## config.mk

```make
export PLATFORM = sky130hd
export DESIGN_NAME = branch_pred_ctrl_flat
export DESIGN_NICKNAME = d
export VERILOG_FILES = /design/src/rtl/branch_pred_ctrl_if.sv /design/src/rtl/branch_pred_ctrl.sv /design/src/flat_wrapper.sv
export SDC_FILE = /design/constraint.sdc
export NUM_CORES = 1
export LEC_CHECK = 0
export CORE_MARGIN = 2
export CORE_UTILIZATION = 50
export CTS_CLUSTER_SIZE = 14
export DETAILED_ROUTE_END_ITERATION = 8
export PLACE_DENSITY_LB_ADDON = 0.1
export SLEW_MARGIN = 5
export SYNTH_ARGS = -nofsm -noshare
export SYNTH_HDL_FRONTEND = slang
export SYNTH_SLANG_ARGS = --single-unit
```

## constraint.sdc

```tcl
create_clock -name clk -period 7.23 [get_ports clk]
set_clock_uncertainty 0.15 [all_clocks]
set_input_delay 1.446 -clock clk [delete_from_list [all_inputs] [get_ports clk]]
set_output_delay 1.446 -clock clk [all_outputs]
set_load 0.01 [all_outputs]
```

## src/rtl/branch_pred_ctrl_if.sv

```systemverilog
// Fetch/execute-side signal bundle of the branch predictor: IF/EX inputs in,
// prediction, redirect and flush controls out.
interface branch_pred_ctrl_if;
  logic        Istall;
  logic        Dstall;
  logic [6:0]  opcode_IF;
  logic [31:0] pc_IF;
  logic        ex_br_valid;
  logic        ex_br_taken;
  logic        taken_sel;
  logic [1:0]  pc_sel;
  logic        flush_IF_ID;
  logic        flush_ID_EX;
  logic        fetch_hold;
  logic [15:0] mispredict_cnt;

  modport master (
    output Istall, Dstall, opcode_IF, pc_IF, ex_br_valid, ex_br_taken,
    input  taken_sel, pc_sel, flush_IF_ID, flush_ID_EX, fetch_hold, mispredict_cnt
  );

  modport slave (
    input  Istall, Dstall, opcode_IF, pc_IF, ex_br_valid, ex_br_taken,
    output taken_sel, pc_sel, flush_IF_ID, flush_ID_EX, fetch_hold, mispredict_cnt
  );
endinterface

```

## src/rtl/branch_pred_ctrl.sv

```systemverilog
// 2-bit-counter BHT branch predictor with an IF->EX outstanding-branch FIFO and a
// one-cycle RECOVER state that redirects fetch and flushes the front end.
module branch_pred_ctrl #(
  parameter int BHT_ENTRIES = 16,
  parameter int IDX_W       = 4,
  parameter int OUT_DEPTH   = 2
) (
  input  logic              clk,
  input  logic              rst_n,
  branch_pred_ctrl_if.slave bp
);
  localparam int          PTR_W    = (OUT_DEPTH > 1) ? $clog2(OUT_DEPTH) : 1;
  localparam int          CNT_W    = $clog2(OUT_DEPTH + 1);
  localparam logic [6:0]  OP_BTYPE = 7'b1100011;
  localparam logic [6:0]  OP_JTYPE = 7'b1101111;

  typedef enum logic {S_NORMAL, S_RECOVER} state_e;

  state_e             state_q, state_d;
  logic [1:0]         bht_q [BHT_ENTRIES];
  logic [IDX_W-1:0]   fifo_idx_q  [OUT_DEPTH];
  logic               fifo_pred_q [OUT_DEPTH];
  logic [PTR_W-1:0]   wr_ptr_q, wr_ptr_d, rd_ptr_q, rd_ptr_d;
  logic [CNT_W-1:0]   count_q, count_d;
  logic               taken_sel_q, taken_sel_d;
  logic [1:0]         pc_sel_q, pc_sel_d;
  logic [15:0]        cnt_q, cnt_d;

  logic               stall, is_b, is_j, pred, normal;
  logic [IDX_W-1:0]   if_idx, head_idx;
  logic               head_pred, pop, mispredict, full, fetch_hold;
  logic               accept_b, push, clear;
  logic [1:0]         bht_cur, bht_new;
  logic [BHT_ENTRIES-1:0] bht_we;
  logic [OUT_DEPTH-1:0]   fifo_we;
  logic               unused_pc_bits;

  assign stall      = bp.Istall | bp.Dstall;
  assign is_b       = (bp.opcode_IF == OP_BTYPE);
  assign is_j       = (bp.opcode_IF == OP_JTYPE);
  assign normal     = (state_q == S_NORMAL);
  assign if_idx     = bp.pc_IF[IDX_W+1:2];
  assign pred       = bht_q[if_idx][1];
  assign unused_pc_bits = ^{bp.pc_IF[31:IDX_W+2], bp.pc_IF[1:0]};

  assign head_idx   = fifo_idx_q[rd_ptr_q];
  assign head_pred  = fifo_pred_q[rd_ptr_q];
  // Resolutions arriving while RECOVER is flushing the pipe are wrong-path and ignored.
  assign pop        = normal & bp.ex_br_valid & ~stall & (count_q != '0);
  assign mispredict = pop & (head_pred != bp.ex_br_taken);
  assign full       = (count_q == CNT_W'(OUT_DEPTH));
  assign fetch_hold = full & is_b & ~(pop & ~mispredict);
  assign accept_b   = normal & ~stall & is_b & ~fetch_hold;
  assign push       = accept_b & ~mispredict;
  assign clear      = (state_q == S_RECOVER) & ~stall;

  assign bht_cur = bht_q[head_idx];
  always_comb begin
    bht_new = bht_cur;
    if (bp.ex_br_taken) begin
      if (bht_cur != 2'b11) bht_new = bht_cur + 2'b01;
    end else begin
      if (bht_cur != 2'b00) bht_new = bht_cur - 2'b01;
    end
  end

  generate
    for (genvar gi = 0; gi < BHT_ENTRIES; gi++) begin : g_bht_we
      assign bht_we[gi] = pop & (head_idx == IDX_W'(gi));
    end
    for (genvar gi = 0; gi < OUT_DEPTH; gi++) begin : g_fifo_we
      assign fifo_we[gi] = push & (wr_ptr_q == PTR_W'(gi));
    end
  endgenerate

  always_ff @(posedge clk or negedge rst_n) begin
    if (!rst_n) begin
      for (int i = 0; i < BHT_ENTRIES; i++) bht_q[i] <= 2'b01;
    end else begin
      for (int i = 0; i < BHT_ENTRIES; i++)
        if (bht_we[i]) bht_q[i] <= bht_new;
    end
  end

  always_ff @(posedge clk or negedge rst_n) begin
    if (!rst_n) begin
      for (int i = 0; i < OUT_DEPTH; i++) begin
        fifo_idx_q[i]  <= '0;
        fifo_pred_q[i] <= 1'b0;
      end
    end else begin
      for (int i = 0; i < OUT_DEPTH; i++)
        if (fifo_we[i]) begin
          fifo_idx_q[i]  <= if_idx;
          fifo_pred_q[i] <= pred;
        end
    end
  end

  function automatic logic [PTR_W-1:0] ptr_inc(input logic [PTR_W-1:0] p);
    return (p == PTR_W'(OUT_DEPTH - 1)) ? '0 : p + PTR_W'(1);
  endfunction

  always_comb begin
    wr_ptr_d = wr_ptr_q;
    rd_ptr_d = rd_ptr_q;
    count_d  = count_q;
    if (clear) begin
      wr_ptr_d = '0;
      rd_ptr_d = '0;
      count_d  = '0;
    end else begin
      if (push) wr_ptr_d = ptr_inc(wr_ptr_q);
      if (pop)  rd_ptr_d = ptr_inc(rd_ptr_q);
      count_d = count_q + CNT_W'(push) - CNT_W'(pop);
    end
  end

  // FSM: state register
  always_ff @(posedge clk or negedge rst_n) begin
    if (!rst_n) state_q <= S_NORMAL;
    else        state_q <= state_d;
  end

  // FSM: next state
  always_comb begin
    state_d = state_q;
    if (!stall) begin
      case (state_q)
        S_NORMAL:  if (mispredict) state_d = S_RECOVER;
        S_RECOVER: state_d = S_NORMAL;
        default:   state_d = S_NORMAL;
      endcase
    end
  end

  // FSM: outputs
  always_comb begin
    bp.flush_IF_ID = (state_q == S_RECOVER);
    bp.flush_ID_EX = (state_q == S_RECOVER);
  end

  always_comb begin
    taken_sel_d = taken_sel_q;
    pc_sel_d    = pc_sel_q;
    cnt_d       = cnt_q;
    if (!stall) begin
      if (!normal) begin
        taken_sel_d = 1'b0;
        pc_sel_d    = 2'd0;
      end else begin
        taken_sel_d = is_j | (accept_b & pred);
        if (mispredict)                    pc_sel_d = 2'd2;
        else if (is_j | (accept_b & pred)) pc_sel_d = 2'd1;
        else                               pc_sel_d = 2'd0;
      end
    end
    if (mispredict && cnt_q != 16'hFFFF) cnt_d = cnt_q + 16'd1;
  end

  always_ff @(posedge clk or negedge rst_n) begin
    if (!rst_n) begin
      wr_ptr_q    <= '0;
      rd_ptr_q    <= '0;
      count_q     <= '0;
      taken_sel_q <= 1'b0;
      pc_sel_q    <= 2'd0;
      cnt_q       <= 16'd0;
    end else begin
      wr_ptr_q    <= wr_ptr_d;
      rd_ptr_q    <= rd_ptr_d;
      count_q     <= count_d;
      taken_sel_q <= taken_sel_d;
      pc_sel_q    <= pc_sel_d;
      cnt_q       <= cnt_d;
    end
  end

  assign bp.taken_sel      = taken_sel_q;
  assign bp.pc_sel         = pc_sel_q;
  assign bp.fetch_hold     = fetch_hold;
  assign bp.mispredict_cnt = cnt_q;
endmodule

```

## src/flat_wrapper.sv

```systemverilog
// flat-port wrapper written by rule: the top's interface ports become plain ports
module branch_pred_ctrl_flat 
#(
  parameter int BHT_ENTRIES = 16,
  parameter int IDX_W       = 4,
  parameter int OUT_DEPTH   = 2
)
  (clk, rst_n, bp_Istall, bp_Dstall, bp_opcode_IF, bp_pc_IF, bp_ex_br_valid, bp_ex_br_taken, bp_taken_sel, bp_pc_sel, bp_flush_IF_ID, bp_flush_ID_EX, bp_fetch_hold, bp_mispredict_cnt);
  branch_pred_ctrl_if bp_i ();
  input  logic clk;
  input  logic rst_n;
  input wire logic [$bits(bp_i.Istall)-1:0] bp_Istall;
  input wire logic [$bits(bp_i.Dstall)-1:0] bp_Dstall;
  input wire logic [$bits(bp_i.opcode_IF)-1:0] bp_opcode_IF;
  input wire logic [$bits(bp_i.pc_IF)-1:0] bp_pc_IF;
  input wire logic [$bits(bp_i.ex_br_valid)-1:0] bp_ex_br_valid;
  input wire logic [$bits(bp_i.ex_br_taken)-1:0] bp_ex_br_taken;
  output wire logic [$bits(bp_i.taken_sel)-1:0] bp_taken_sel;
  output wire logic [$bits(bp_i.pc_sel)-1:0] bp_pc_sel;
  output wire logic [$bits(bp_i.flush_IF_ID)-1:0] bp_flush_IF_ID;
  output wire logic [$bits(bp_i.flush_ID_EX)-1:0] bp_flush_ID_EX;
  output wire logic [$bits(bp_i.fetch_hold)-1:0] bp_fetch_hold;
  output wire logic [$bits(bp_i.mispredict_cnt)-1:0] bp_mispredict_cnt;
  assign bp_i.Istall = bp_Istall;
  assign bp_i.Dstall = bp_Dstall;
  assign bp_i.opcode_IF = bp_opcode_IF;
  assign bp_i.pc_IF = bp_pc_IF;
  assign bp_i.ex_br_valid = bp_ex_br_valid;
  assign bp_i.ex_br_taken = bp_ex_br_taken;
  assign bp_taken_sel = bp_i.taken_sel;
  assign bp_pc_sel = bp_i.pc_sel;
  assign bp_flush_IF_ID = bp_i.flush_IF_ID;
  assign bp_flush_ID_EX = bp_i.flush_ID_EX;
  assign bp_fetch_hold = bp_i.fetch_hold;
  assign bp_mispredict_cnt = bp_i.mispredict_cnt;
  branch_pred_ctrl #(.BHT_ENTRIES(BHT_ENTRIES), .IDX_W(IDX_W), .OUT_DEPTH(OUT_DEPTH)) u_core (.clk(clk), .rst_n(rst_n), .bp(bp_i));
endmodule
```

# ---- Yosys cells after proc, flatten, opt, wreduce, memory -nomap -nowiden
# Cells that the tools add are included.
dict set report classes {
  addsub 7
  magnitude_cmp 3
  n_eq_ne 21
  n_mux 28
  n_bitwise 42
  n_reduce_logical 6
}
# operator n
set op_table {}
lappend op_table {{== test 4 bit (second input constant)} 8}
lappend op_table {{AND 1 bit} 31}
lappend op_table {{two-way mux 2 bit} 10}
lappend op_table {{adder 16 x 1 -> 16 bit (second input constant)} 1}
lappend op_table {{binary-select mux 2 bit (select 4 bit)} 2}
lappend op_table {{== test 4 x 3 -> 1 bit (second input constant)} 4}
lappend op_table {{inequality test 16 bit (second input constant)} 1}
lappend op_table {{== test 7 bit (second input constant)} 2}
lappend op_table {{two-way mux 1 bit} 12}
lappend op_table {{two-way mux 4 bit} 3}
lappend op_table {{>= comparator 5 bit (second input constant)} 2}
lappend op_table {{NOT 4 -> 5 bit} 2}
lappend op_table {{== test 4 x 2 -> 1 bit (second input constant)} 2}
lappend op_table {{nonzero test 2 bit} 4}
lappend op_table {{NOT 1 bit} 6}
lappend op_table {{== test 4 x 1 -> 1 bit (second input constant)} 1}
lappend op_table {{zero test 4 bit} 1}
lappend op_table {{adder 1 bit (second input constant)} 2}
lappend op_table {{adder 2 x 1 -> 2 bit} 1}
lappend op_table {{adder 2 x 1 -> 2 bit (second input constant)} 1}
lappend op_table {{== test 2 bit (second input constant)} 1}
lappend op_table {{>= comparator 2 bit (second input constant)} 1}
lappend op_table {{inequality test 2 bit (second input constant)} 1}
lappend op_table {{NOT 1 -> 2 bit} 1}
lappend op_table {{other kinds (6)} 7}
dict set report totals {
  reg_bits 66
  inputBits 45
  output_inout_bits 22
  elab_cells 134
}

# ---- Depth between registers and ports, before layout
# Gate-level depths: netlist of run 1.
dict set report logic_depth {
  ltp_word 17
  depth_mapped 10
  depth_no_buf 9
}

# ---- Least setup slack after synthesis of run 1
# OpenSTA, ideal clock, no wires.
dict set report synth_timing {
  kind {input port to output port}
  startpoint {in bp_Dstall}
  endpoint {out bp_fetch_hold}
  t_arrival_ns 2.357
  required_time_ns 5.634
  path_slack_ns 3.277
  cell_stages 5
  n_path_buf 0
  cell_sequence {nor3_1 > o211ai_1 > inv_1 > a21o_1 > nor2_1}
}
dict set report synth_between {
  elab_chain_len 9
}
# element line
set synth_lines {}
lappend synth_lines {{from (decl)} flat_wrapper.sv:13} ;# input wire logic [$bits(bp_i.Dstall)-1:0] bp_Dstall;
lappend synth_lines {{bitwise OR 1 bit (*)} branch_pred_ctrl.sv:38} ;# assign stall = bp.Istall | bp.Dstall;
lappend synth_lines {{NOT 1 bit (*)} branch_pred_ctrl.sv:49} ;# assign pop = normal & bp.ex_br_valid & ~stall & (count_q != '0);
lappend synth_lines {{AND 1 bit (*) (2 in series)} branch_pred_ctrl.sv:49}
lappend synth_lines {{AND 1 bit} branch_pred_ctrl.sv:50} ;# assign mispredict = pop & (head_pred != bp.ex_br_taken);
lappend synth_lines {{NOT 1 bit} branch_pred_ctrl.sv:52} ;# assign fetch_hold = full & is_b & ~(pop & ~mispredict);
lappend synth_lines {{AND 1 bit (*)} branch_pred_ctrl.sv:52}
lappend synth_lines {{NOT 1 bit (*)} branch_pred_ctrl.sv:52}
lappend synth_lines {{AND 1 bit (*)} branch_pred_ctrl.sv:52}
lappend synth_lines {{to (decl)} flat_wrapper.sv:22} ;# output wire logic [$bits(bp_i.fetch_hold)-1:0] bp_fetch_hold;
# Every way passes the cells marked *; elsewhere a longest branch is shown, timed or not.

# ---- Worst setup path after layout of run 1
# Same ends and word-level chain as after synthesis.

==> impl_metrics.env, run 1 <==
export IMPL_maxClockFrequency_ghz=0.192
export IMPL_synth_largest_area_cell="sky130_fd_sc_hd__dfrtp_1"
export IMPL_antenna_cells=0
export IMPL_buffer_cell_driving_the_clock_tree_root="sky130_fd_sc_hd__clkbuf_8"
export IMPL_cpLargestDelayFamily="buffers and inverters"
export IMPL_grt_start_max_net_pins=66
export IMPL_critPathLaunch="bp_Dstall"
export IMPL_final_instance_area_sq_mm=0.00408
export IMPL_io_pin_count=67
export IMPL_max_cap_violations=0
export IMPL_critical_path_startpoint_type="input port"
export IMPL_power_density_mw_per_mm2=250
export IMPL_syn_num_nets=352
export IMPL_total_leakage_power_nw=1.74
export IMPL_cts_hold_buf=0
export IMPL_critPathMaxStageDelay_ns=0.47
export IMPL_synth_top_area_share=0.355
export IMPL_post_synth_fa_ha_maj_area_fraction=0.0174
export IMPL_headroom_to_the_max_slew_limit=0.390
export IMPL_grt_antenna_before_repair=0
export IMPL_floorplan_initialDensity=0.512
export IMPL_resized_after_cts=0
export IMPL_synthArstFlopShare=1.00
export IMPL_global_route_usage_total=0.212
export IMPL_synth_xor_area_share=0.0507
export IMPL_seq_total_area_yosys=0.476
export IMPL_vias_in_the_first_global_route=2462
export IMPL_gpl_final_weighted_congestion=0.761
export IMPL_synthTopCellsByCount="49 x sky130_fd_sc_hd__dfrtp_1, 41 x sky130_fd_sc_hd__mux2_2, 37 x sky130_fd_sc_hd__nand2_1"
export IMPL_regArea_sq_mm=0.00165
export IMPL_max_clock_path_buffers=2
export IMPL_final_fill_count=578
export IMPL_synth_enable_flop_cells=0
export IMPL_crit_top_cell="sky130_fd_sc_hd__clkdlybuf4s50_1"
export IMPL_setup_tns_ns=0
export IMPL_regToRegStartpoint="u_core.rd_ptr_q"
export IMPL_grt_overflow_total=0
export IMPL_fp_dieArea_sq_mm=0.00760
export IMPL_cts_htree_levels=3
export IMPL_detailroute_via_count=2530
export IMPL_clkLatencyLatePin_ns=0.35
export IMPL_synth_top_family_by_area="multiplexers"
export IMPL_remaining_drc_errors=0
export IMPL_length_in_cells_of_the_worst_reg_to_reg_path=6
export IMPL_drt_iter0_drc=112
export IMPL_hp_class="reg2reg"
export IMPL_hold_path_startpoint="u_core.bp.mispredict_cnt[9]"
export IMPL_coreArea_sq_mm=0.00676
export IMPL_reg2reg_setup_slack_ns=3.83
export IMPL_crit_arrival_ns=3.62
export IMPL_critical_path_cell_chain="clkdlybuf4s50_1, nor3_1, o211ai_1, inv_1, a21o_1, nor2_1, clkdlybuf4s50_1"
export IMPL_critical_path_class="in2out"
export IMPL_clock_sinks=65
export IMPL_cts_post_setup_buffers_inserted=0
export IMPL_tritoncts="built"
export IMPL_tritoncts_num_buffers=9
export IMPL_compound_gate_portion_of_the_synthesized_area=0.0879
export IMPL_hpwl_mm=5.09
export IMPL_timing_hold_violations_final=0
export IMPL_fraction_of_final_layout_cells_with_drive_strength_greater_than_1=0.250
export IMPL_detail_route_first_pass_iterations=4
export IMPL_synth_mux_area_fraction=0.196
export IMPL_finish_net_count=391
export IMPL_placedInstanceArea_sq_mm=0.00388
export IMPL_antenna_violating_nets_remaining=0
export IMPL_grt_pass1_wl_mm=12.2
export IMPL_wl_per_cell_microns=17.2
export IMPL_syn_cell_area_sq_mm=0.00346
export IMPL_worst_setup_path_end_kind="output pin"
export IMPL_post_synth_num_cell_types=44
export IMPL_worst_setup_path_endpoint="bp_fetch_hold"
export IMPL_period_share=0.721
export IMPL_multi_input_area_sq_mm=0.00172
export IMPL_slew_viol_final=0
export IMPL_synth_ff_type="sky130_fd_sc_hd__dfrtp_1"
export IMPL_yosys_cell_count_top_type="sky130_fd_sc_hd__dfrtp_1"
export IMPL_detail_route_wirelength_mm=7.35
export IMPL_rsz0062_at_grt="false"
export IMPL_critical_path_peak_fanout=7
export IMPL_stages_on_worst_setup_path=7
export IMPL_synth_warnings=0
export IMPL_ys_seq_elements=65
export IMPL_critical_path_slowest_cell="sky130_fd_sc_hd__clkdlybuf4s50_1"
export IMPL_worstReg2RegEnd="u_core.bht_q[21]"
export IMPL_min_period_ns=5.21
export IMPL_vdd_ir_drop_max_v=0.000108
export IMPL_synth_simple_gate_area_share=0.145
export IMPL_placement_io_buffers=38
export IMPL_required_ns=5.63
export IMPL_power_mw=1.02
export IMPL_synth_avg_cell_area_sq_um=11.4
export IMPL_rows=30
export IMPL_area_growth_synth_to_final_pct=17.9
export IMPL_finalSetupViolCount=0
export IMPL_synth_top_cells_by_area="sky130_fd_sc_hd__dfrtp_1 35%, sky130_fd_sc_hd__mux2_2 13%, sky130_fd_sc_hd__dfstp_2 12%"
export IMPL_die_height_microns=87.2
export IMPL_viasPerCell=5.91
export IMPL_die_width_microns=87.2
export IMPL_buffers_and_inverters_on_the_worst_path=3
export IMPL_status="finished, final reports clean"
export IMPL_synthCells=304
export IMPL_clk_pin_slew_worst_paths_ns=0.07
export IMPL_worst_slew_pin_transition_ns=0.915
==> area by class of cell <==
| class | instances | area share |
|---|---|---|
| multi-input cells | 219 | 0.421 |
| flip-flops and latches | 65 | 0.404 |
| repair buffers | 39 | 0.0939 |
| clock buffers | 11 | 0.0347 |
| well taps | 80 | 0.0245 |
| clock inverters | 5 | 0.0135 |
| inverters | 9 | 0.00828 |
==> flip-flops by register name, indices dropped and copies added, names as in the netlist <==
register,count
u_core.wr_ptr_q,1
u_core.bht_q,32
u_core.count_q,2
u_core.fifo_idx_q,8
u_core.bp.mispredict_cnt,16
u_core.bp.pc_sel,1
u_core.rd_ptr_q,1
u_core.bp.taken_sel,1
u_core.fifo_pred_q,2
u_core.bp.flush_ID_EX,1
==> worst reg2reg max path: stages, from the launching register on <==
cell and delay, ns:
sky130_fd_sc_hd__dfrtp_1 0.94, sky130_fd_sc_hd__nand2b_1 0.38, sky130_fd_sc_hd__o21ai_0 0.14, sky130_fd_sc_hd__a2111oi_0 0.68, sky130_fd_sc_hd__o211ai_1 0.17, sky130_fd_sc_hd__maj3_2 0.49
sky130_fd_sc_hd__mux2_2 0.32
==> worst min path at each step <==
stage | endpoint | slack, ns | cells after the start
2_1_floorplan | u_core.fifo_pred_q[0] | 0.33 | 1
3_3_place_gp | u_core.bp.mispredict_cnt[9] | 0.33 | 1
3_5_place_dp | u_core.bp.mispredict_cnt[9] | 0.34 | 1
4_1_cts | u_core.bp.mispredict_cnt[9] | 0.35 | 1
5_1_grt | u_core.bp.mispredict_cnt[9] | 0.37 | 1
6_report | u_core.bp.mispredict_cnt[9] | 0.35 | 1
==> per-layer routing <==
| metal | global-route usage | wire (microns) | part of all wire | vias up |
|---|---|---|---|---|
| met3 | 0.0464 | 258 | 0.035 | 10 |
| met2 | 0.317 | 3400 | 0.46 | 60 |
| met5 | 0 | 0 | 0 | - |
| met1 | 0.303 | 3580 | 0.49 | 1261 |
| li1 | - | - | - | 1199 |
| met4 | 0.0783 | 119 | 0.016 | 0 |
==> stage by stage <==
stage          hold WS, ns  setup slack, ns  cells   util
4_1_cts              0.352             1.98    428  0.604
5_1_grt              0.375             1.81    428  0.604
2_1_floorplan        0.329             3.28    304      -
3_5_place_dp         0.338             1.99    412  0.574
6_report             0.346             2.02    428  0.604
3_3_place_gp         0.328             2.03    412  0.574
==> layout by cell type (no fill, tap or decap), types with 3 or more instances in the layout <==
cell type / netlist / layout
sky130_fd_sc_hd__and3_1: 5 / 5
sky130_fd_sc_hd__clkbuf_8: 0 / 10
sky130_fd_sc_hd__clkdlybuf4s50_1: 0 / 37
sky130_fd_sc_hd__dfrtp_1: 49 / 49
sky130_fd_sc_hd__dfstp_2: 16 / 16
sky130_fd_sc_hd__ha_1: 3 / 3
sky130_fd_sc_hd__inv_1: 9 / 9
sky130_fd_sc_hd__mux2_2: 41 / 41
sky130_fd_sc_hd__mux4_2: 8 / 8
sky130_fd_sc_hd__nand2_1: 37 / 37
sky130_fd_sc_hd__nand2b_1: 7 / 7
sky130_fd_sc_hd__nand3_1: 7 / 7
sky130_fd_sc_hd__nand4_1: 8 / 8
sky130_fd_sc_hd__nand4b_1: 4 / 4
sky130_fd_sc_hd__nor2_1: 12 / 12
sky130_fd_sc_hd__nor3_1: 9 / 9
sky130_fd_sc_hd__nor3b_1: 4 / 4
sky130_fd_sc_hd__o211ai_1: 3 / 3
sky130_fd_sc_hd__o21a_1: 4 / 4
sky130_fd_sc_hd__o21ai_0: 14 / 14
sky130_fd_sc_hd__o32ai_1: 7 / 7
sky130_fd_sc_hd__xnor2_1: 10 / 10
sky130_fd_sc_hd__xor2_1: 10 / 10
==> cells by family after synthesis <==
family                     after synthesis
xor gates and xnor gates                20
buffers and inverters                   20
DFF                                     65
and+or+nand+nor                         99
adders and majority gates                5
muxes                                   52
AOI/OAI and AO/OA                       43
==> power by group <==
part           internal (mW)  total [mW]  switching (mW)
Combinational          0.118       0.249           0.130
Sequential             0.409       0.464          0.0548
Clock                  0.167       0.308           0.141
Total                  0.695        1.02           0.326
(Power assumes the default switching activity.)
==> run 2, diff against run 1 <==
--- a/config.mk
+++ b/config.mk
@@ -6,7 +6,7 @@
 export NUM_CORES = 1
 export LEC_CHECK = 0
 export CORE_MARGIN = 2
-export CORE_UTILIZATION = 50
+export CORE_UTILIZATION = 47
 export CTS_CLUSTER_SIZE = 14
 export DETAILED_ROUTE_END_ITERATION = 8
 export PLACE_DENSITY_LB_ADDON = 0.1
==> constraint.sdc (replaced) <==
create_clock -name clk -period 4.55 [get_ports clk]
set_clock_uncertainty 0.15 [all_clocks]
set_input_delay 0.91 -clock clk [delete_from_list [all_inputs] [get_ports clk]]
set_output_delay 0.91 -clock clk [all_outputs]
set_load 0.01 [all_outputs]
==> run 2 against run 1 <==
Effect of this change: global-route usage shrank 1.6 points; register-to-register slack lost 2.7 ns; core utilization shrank 1.9 points.
==> impl_metrics.env, run 2 (synthesis results as in run 1) <==
export IMPL_global_route_usage_total=0.196
export IMPL_final_cell_mix="49 x sky130_fd_sc_hd__dfrtp_1, 41 x sky130_fd_sc_hd__mux2_2, 37 x sky130_fd_sc_hd__nand2_1, 37 x sky130_fd_sc_hd__clkdlybuf4s50_1, 16 x sky130_fd_sc_hd__dfstp_2"
export IMPL_crit_top_cell="sky130_fd_sc_hd__clkdlybuf4s50_1"
export IMPL_clk_pin_slew_worst_paths_ns=0.07
export IMPL_wl_per_cell_microns=16.8
export IMPL_regArea_sq_mm=0.00165
export IMPL_grt_start_max_net_pins=36
export IMPL_hpwl_mm=5.22
export IMPL_cts_htree_levels=3
export IMPL_critical_path_peak_fanout=4
export IMPL_drt_iter0_drc=131
export IMPL_grt_antenna_before_repair=0
export IMPL_depth_of_the_worst_hold_timing_path=1
export IMPL_rows=31
export IMPL_top_register="u_core.bht_q"
export IMPL_placedInstanceArea_sq_mm=0.00392
export IMPL_critPathMaxStageDelay_ns=0.47
export IMPL_critical_path_cell_chain="clkdlybuf4s50_1, nor3_1, o211ai_1, inv_1, a21o_1, nor2_1, clkdlybuf4s50_1"
export IMPL_cts_hold_buf=0
export IMPL_hp_class="reg2reg"
export IMPL_headroom_to_the_max_slew_limit=0.388
export IMPL_min_period_ns=3.86
export IMPL_layout_cells_most_common="sky130_fd_sc_hd__dfrtp_1"
export IMPL_multi_input_area_sq_mm=0.00172
export IMPL_finalSetupViolCount=0
export IMPL_vdd_ir_drop_max_v=0.000180
export IMPL_remaining_drc_errors=0
export IMPL_critical_path_startpoint_type="input port"
export IMPL_floorplan_initialDensity=0.482
export IMPL_max_clock_path_buffers=2
export IMPL_io_pin_count=67
export IMPL_final_fill_count=591
export IMPL_area_growth_synth_to_final_pct=21.3
export IMPL_required_ns=3.49
export IMPL_finish_net_count=393
export IMPL_timing_hold_violations_final=0
export IMPL_hold_path_startpoint="u_core.bp.mispredict_cnt[9]"
export IMPL_worst_slew_pin_transition_ns=0.917
export IMPL_place_detailed_instances=433
export IMPL_worst_setup_slack_after_layout_ns=0.693
export IMPL_max_cap_violations=0
export IMPL_total_leakage_power_nw=1.79
export IMPL_detail_route_wirelength_mm=7.56
export IMPL_maxClockFrequency_ghz=0.259
export IMPL_buffers_and_inverters_on_the_worst_path=3
export IMPL_clkLatencyLatePin_ns=0.33
export IMPL_clock_sinks=65
export IMPL_slew_viol_final=0
export IMPL_fin_cells=449
export IMPL_gpl_final_weighted_congestion=0.791
export IMPL_finalCoreUtilization=0.585
export IMPL_period_share=0.848
export IMPL_die_width_microns=89.8
export IMPL_coreArea_sq_mm=0.00718
export IMPL_antenna_cells=0
export IMPL_cts_post_setup_buffers_inserted=0
export IMPL_rsz0062_at_grt="false"
export IMPL_power_mw=1.81
export IMPL_worstReg2RegEnd="u_core.bht_q[21]"
export IMPL_viasPerCell=5.63
export IMPL_fraction_of_final_layout_cells_with_drive_strength_greater_than_1=0.257
export IMPL_tritoncts_num_buffers=9
export IMPL_die_height_microns=89.8
export IMPL_regToRegStartpoint="u_core.rd_ptr_q"
export IMPL_worst_setup_path_end_kind="output pin"
export IMPL_reg2reg_setup_slack_ns=1.18
export IMPL_buffer_cell_driving_the_clock_tree_root="sky130_fd_sc_hd__clkbuf_8"
export IMPL_critical_path_slowest_cell="sky130_fd_sc_hd__clkdlybuf4s50_1"
export IMPL_antenna_violating_nets_remaining=0
export IMPL_status="finished, final reports clean"
export IMPL_power_density_mw_per_mm2=430
export IMPL_largest_register_ff_count=32
export IMPL_detail_route_first_pass_iterations=5
export IMPL_placement_setup_worst_slack_ns=0.685
export IMPL_critical_path_class="in2out"
export IMPL_cpLargestDelayFamily="buffers and inverters"
export IMPL_hold_end="u_core.bp.mispredict_cnt[9]"
export IMPL_grt_overflow_total=0
export IMPL_tritoncts="built"
export IMPL_setup_tns_ns=0
export IMPL_fp_dieArea_sq_mm=0.00806
export IMPL_length_in_cells_of_the_worst_reg_to_reg_path=6
export IMPL_crit_arrival_ns=2.80
export IMPL_final_instance_area_sq_mm=0.00420
export IMPL_fin_hold_ws_ns=0.343
export IMPL_resized_after_cts=0
export IMPL_detailroute_via_count=2527
export IMPL_placement_io_buffers=38
export IMPL_grt_pass1_wl_mm=12.6
export IMPL_vias_in_the_first_global_route=2474
==> run 2: changes by cell type in the layout (fill, tap and decap cells not counted), sizes merged <==
cell	delta
clkinvlp	-2
bufinv	+3
clkinv	-1
buf	+2
==> run 2: per-layer routing <==
| metal | track usage | share of wire | vias up | routed length [microns] |
|---|---|---|---|---|
| li1 | - | - | 1208 | - |
| met1 | 0.283 | 0.48 | 1249 | 3650 |
| met2 | 0.293 | 0.46 | 60 | 3480 |
| met3 | 0.0386 | 0.042 | 10 | 319 |
| met4 | 0.0769 | 0.015 | 0 | 115 |
| met5 | 0 | 0 | - | 0 |
==> run 2: how the worst max path moves through the flow <==
stage                         end  depth (start not counted)  slack [ns]       from
global placement    bp_fetch_hold                          7        0.71  bp_Dstall
floorplan           bp_fetch_hold                          5        1.67  bp_Dstall
CTS                 bp_fetch_hold                          7        0.67  bp_Dstall
finish              bp_fetch_hold                          7        0.69  bp_Dstall
detailed placement  bp_fetch_hold                          7        0.69  bp_Dstall
global route        bp_fetch_hold                          7        0.54  bp_Dstall
==> run 2: power breakdown <==
| group | leakage, nW | internal [mW] | switching [mW] |
|---|---|---|---|
| logic | 0.831 | 0.189 | 0.208 |
| registers | 0.821 | 0.650 | 0.0860 |
| clock network | 0.140 | 0.449 | 0.224 |
| total | 1.79 | 1.29 | 0.518 |
==> run 2: cell type report <==
type	instances	share of cell area
clock buffers	11	0.0361
repair buffers	41	0.0948
clock inverters	5	0.0298
inverters	9	0.00805
flip-flops and latches	65	0.392
well taps	99	0.0295
multi-input cells	219	0.409
==> patch (settings of run 2) <==
`BHT_ENTRIES` is set to 16 in 2 places; all go to 32.
--- a/src/rtl/branch_pred_ctrl.sv
+++ b/src/rtl/branch_pred_ctrl.sv
@@ -1,7 +1,7 @@
 // 2-bit-counter BHT branch predictor with an IF->EX outstanding-branch FIFO and a
 // one-cycle RECOVER state that redirects fetch and flushes the front end.
 module branch_pred_ctrl #(
-  parameter int BHT_ENTRIES = 16,
+  parameter int BHT_ENTRIES = 32,
   parameter int IDX_W       = 4,
   parameter int OUT_DEPTH   = 2
 ) (
--- a/src/flat_wrapper.sv
+++ b/src/flat_wrapper.sv
@@ -1,7 +1,7 @@
 // flat-port wrapper written by rule: the top's interface ports become plain ports
 module branch_pred_ctrl_flat 
 #(
-  parameter int BHT_ENTRIES = 16,
+  parameter int BHT_ENTRIES = 32,
   parameter int IDX_W       = 4,
   parameter int OUT_DEPTH   = 2
 )
Formal check against the unedited RTL: same outputs for any inputs over 4 cycles, from zero or initial values and one cycle with rst_n low; that may be too few to reach the edited logic, so the function may still have changed.
==> patch against run 2 <==
Sequential cell count unchanged; clock power down 27%; synthesized area up 0.36%; via count down 1.1%; first-iteration DRC count up 39%; global-route usage up 0.52 points; wire length up 1.4%; non-clock buffer count unchanged; worst setup slack better by 0.053 ns; cell area down 1.7%; power down 19%; critical endpoint unchanged.
==> patch: results (changes against run 2) <==
wl_mm: 7.67  # +1.4%
dp_slack_ns: 0.734  # +0.0487 ns
synth-compound-area-share_pct: 7.43  # -1.4 points
fin_ws_ns: 0.746  # +0.0530 ns
synthTopCellsByArea: "dfrtp_1, mux2_2, dfstp_2"
largest_register_ff_count: 32  # unchanged
grt_pass1_wl_mm: 13.0  # +3.2%
syn_nets: 352  # unchanged
fillerInstances: 636  # +7.6%
track_usage_pct: 20.1  # +0.52 points
cp.arrival_ns: 2.74  # -0.06 ns
synth-xor-area-share_pct: 5.05  # -0.018 points
nets: 392  # -0.25%
final_cell_count_no_fill: 448  # -0.22%
rrSetupSlack_ns: 1.45  # +0.27 ns
cts_resized: 0  # unchanged
crit_end: "bp_fetch_hold"
met1_usage_pct: 30.2  # +1.9 points
muxShareOfSynthArea_pct: 20.8  # +1.3 points
reg2reg_depth: 7  # +1
max_flop_register: "u_core.bht_q"
yosysWarnings: 0  # unchanged
grt_start_max_net_pins: 43  # +19%
cp_slowest_stage_delay_ns: 0.50  # +0.03 ns
vdd_drop_max_v: 0.000178  # -1.1%
numCtsBuffers: 9  # unchanged
drt_iter0_markers: 182  # +39%
place_inst: 432  # -0.23%
cts.reportedPaths.clkPinSlew_ns: 0.07  # about the same
synthDistinctLibCells: 47  # +6.8%
dr_wl_met3_um: 357  # +12%
leakage_nw: 1.72  # -4.1%
hp-start: "u_core.bp.pc_sel[0]"
grtUsageMet2_pct: 29.5  # +0.25 points
status: "finished, final reports clean"
grt_pass1_vias: 2473  # -0.040%
met1_length_mm: 3.77  # +3.2%
whs_path_depth: 2  # +1
ys_seq_area_share_pct: 47.4  # -0.17 points
antenna_cells: 0  # unchanged
r2r_end: "u_core.bht_q[59]"
crit_path_start: "bp_ex_br_valid"
port_buffers: 38  # unchanged
post_cts_buffers: 0  # unchanged
placed_area_um2: 3930  # +0.22%
synthTopCellsByCount: "dfrtp_1, mux2_2, nand2_1, dfstp_2, nor2_1"
synth_fa_ha_area_share_pct: 1.73  # -0.0063 points
wl_met2_mm: 3.43  # -1.5%
cts_buffer_depth: 2  # unchanged
worstReg2RegStart: "u_core.rd_ptr_q"
whs_ns: 0.327  # -0.0155 ns
whs_endpoint: "u_core.bp.pc_sel[0]"
vias: 2499  # -1.1%
worst_pin_slew_ns: 0.953  # +0.0361 ns
dp_hpwl_mm: 5.46  # +4.6%
layout-drive-gt1-share_pct: 26.6  # +0.93 points
grtUsageMet3_pct: 3.69  # -0.17 points
gp_congestion: 0.828  # +4.7%
clock_latency_ns: 0.34
patch: cell count changes in the layout (fill, tap and decap cells not counted), moves of 3 or more:
cell	change
o32ai_1	-4
xor2_1	-4
nor2_1	+4
and3_1	-3
mux2_2	+3
nand3_1	+3
o21ai_0	-4
xnor2_1	+4
nor3b_1	-3
bufinv_16	-3
patch: where the power goes:
group / total [mW] / switching [mW] / internal [mW]
clock: 0.488 / 0.222 / 0.266
combinational: 0.319 / 0.183 / 0.136
sequential: 0.659 / 0.0380 / 0.621
patch: cell type report:
cell class / instances / area (µm²) / share of cell area [%]
multi-input combinational: 220 / 1730 / 42.0
sequential: 65 / 1650 / 39.9
timing repair buffer: 41 / 398 / 9.65
clock buffer: 11 / 141 / 3.43
tap: 99 / 124 / 3.00
clock inverter: 5 / 55.1 / 1.33
inverter: 7 / 26.3 / 0.637
patch: critical path, delay by kind of cell:
family	cells	cell delay [ns]
buffers and inverters	2	0.98
and+or+nand+nor	2	0.31
AOI/OAI and AO/OA	2	0.55
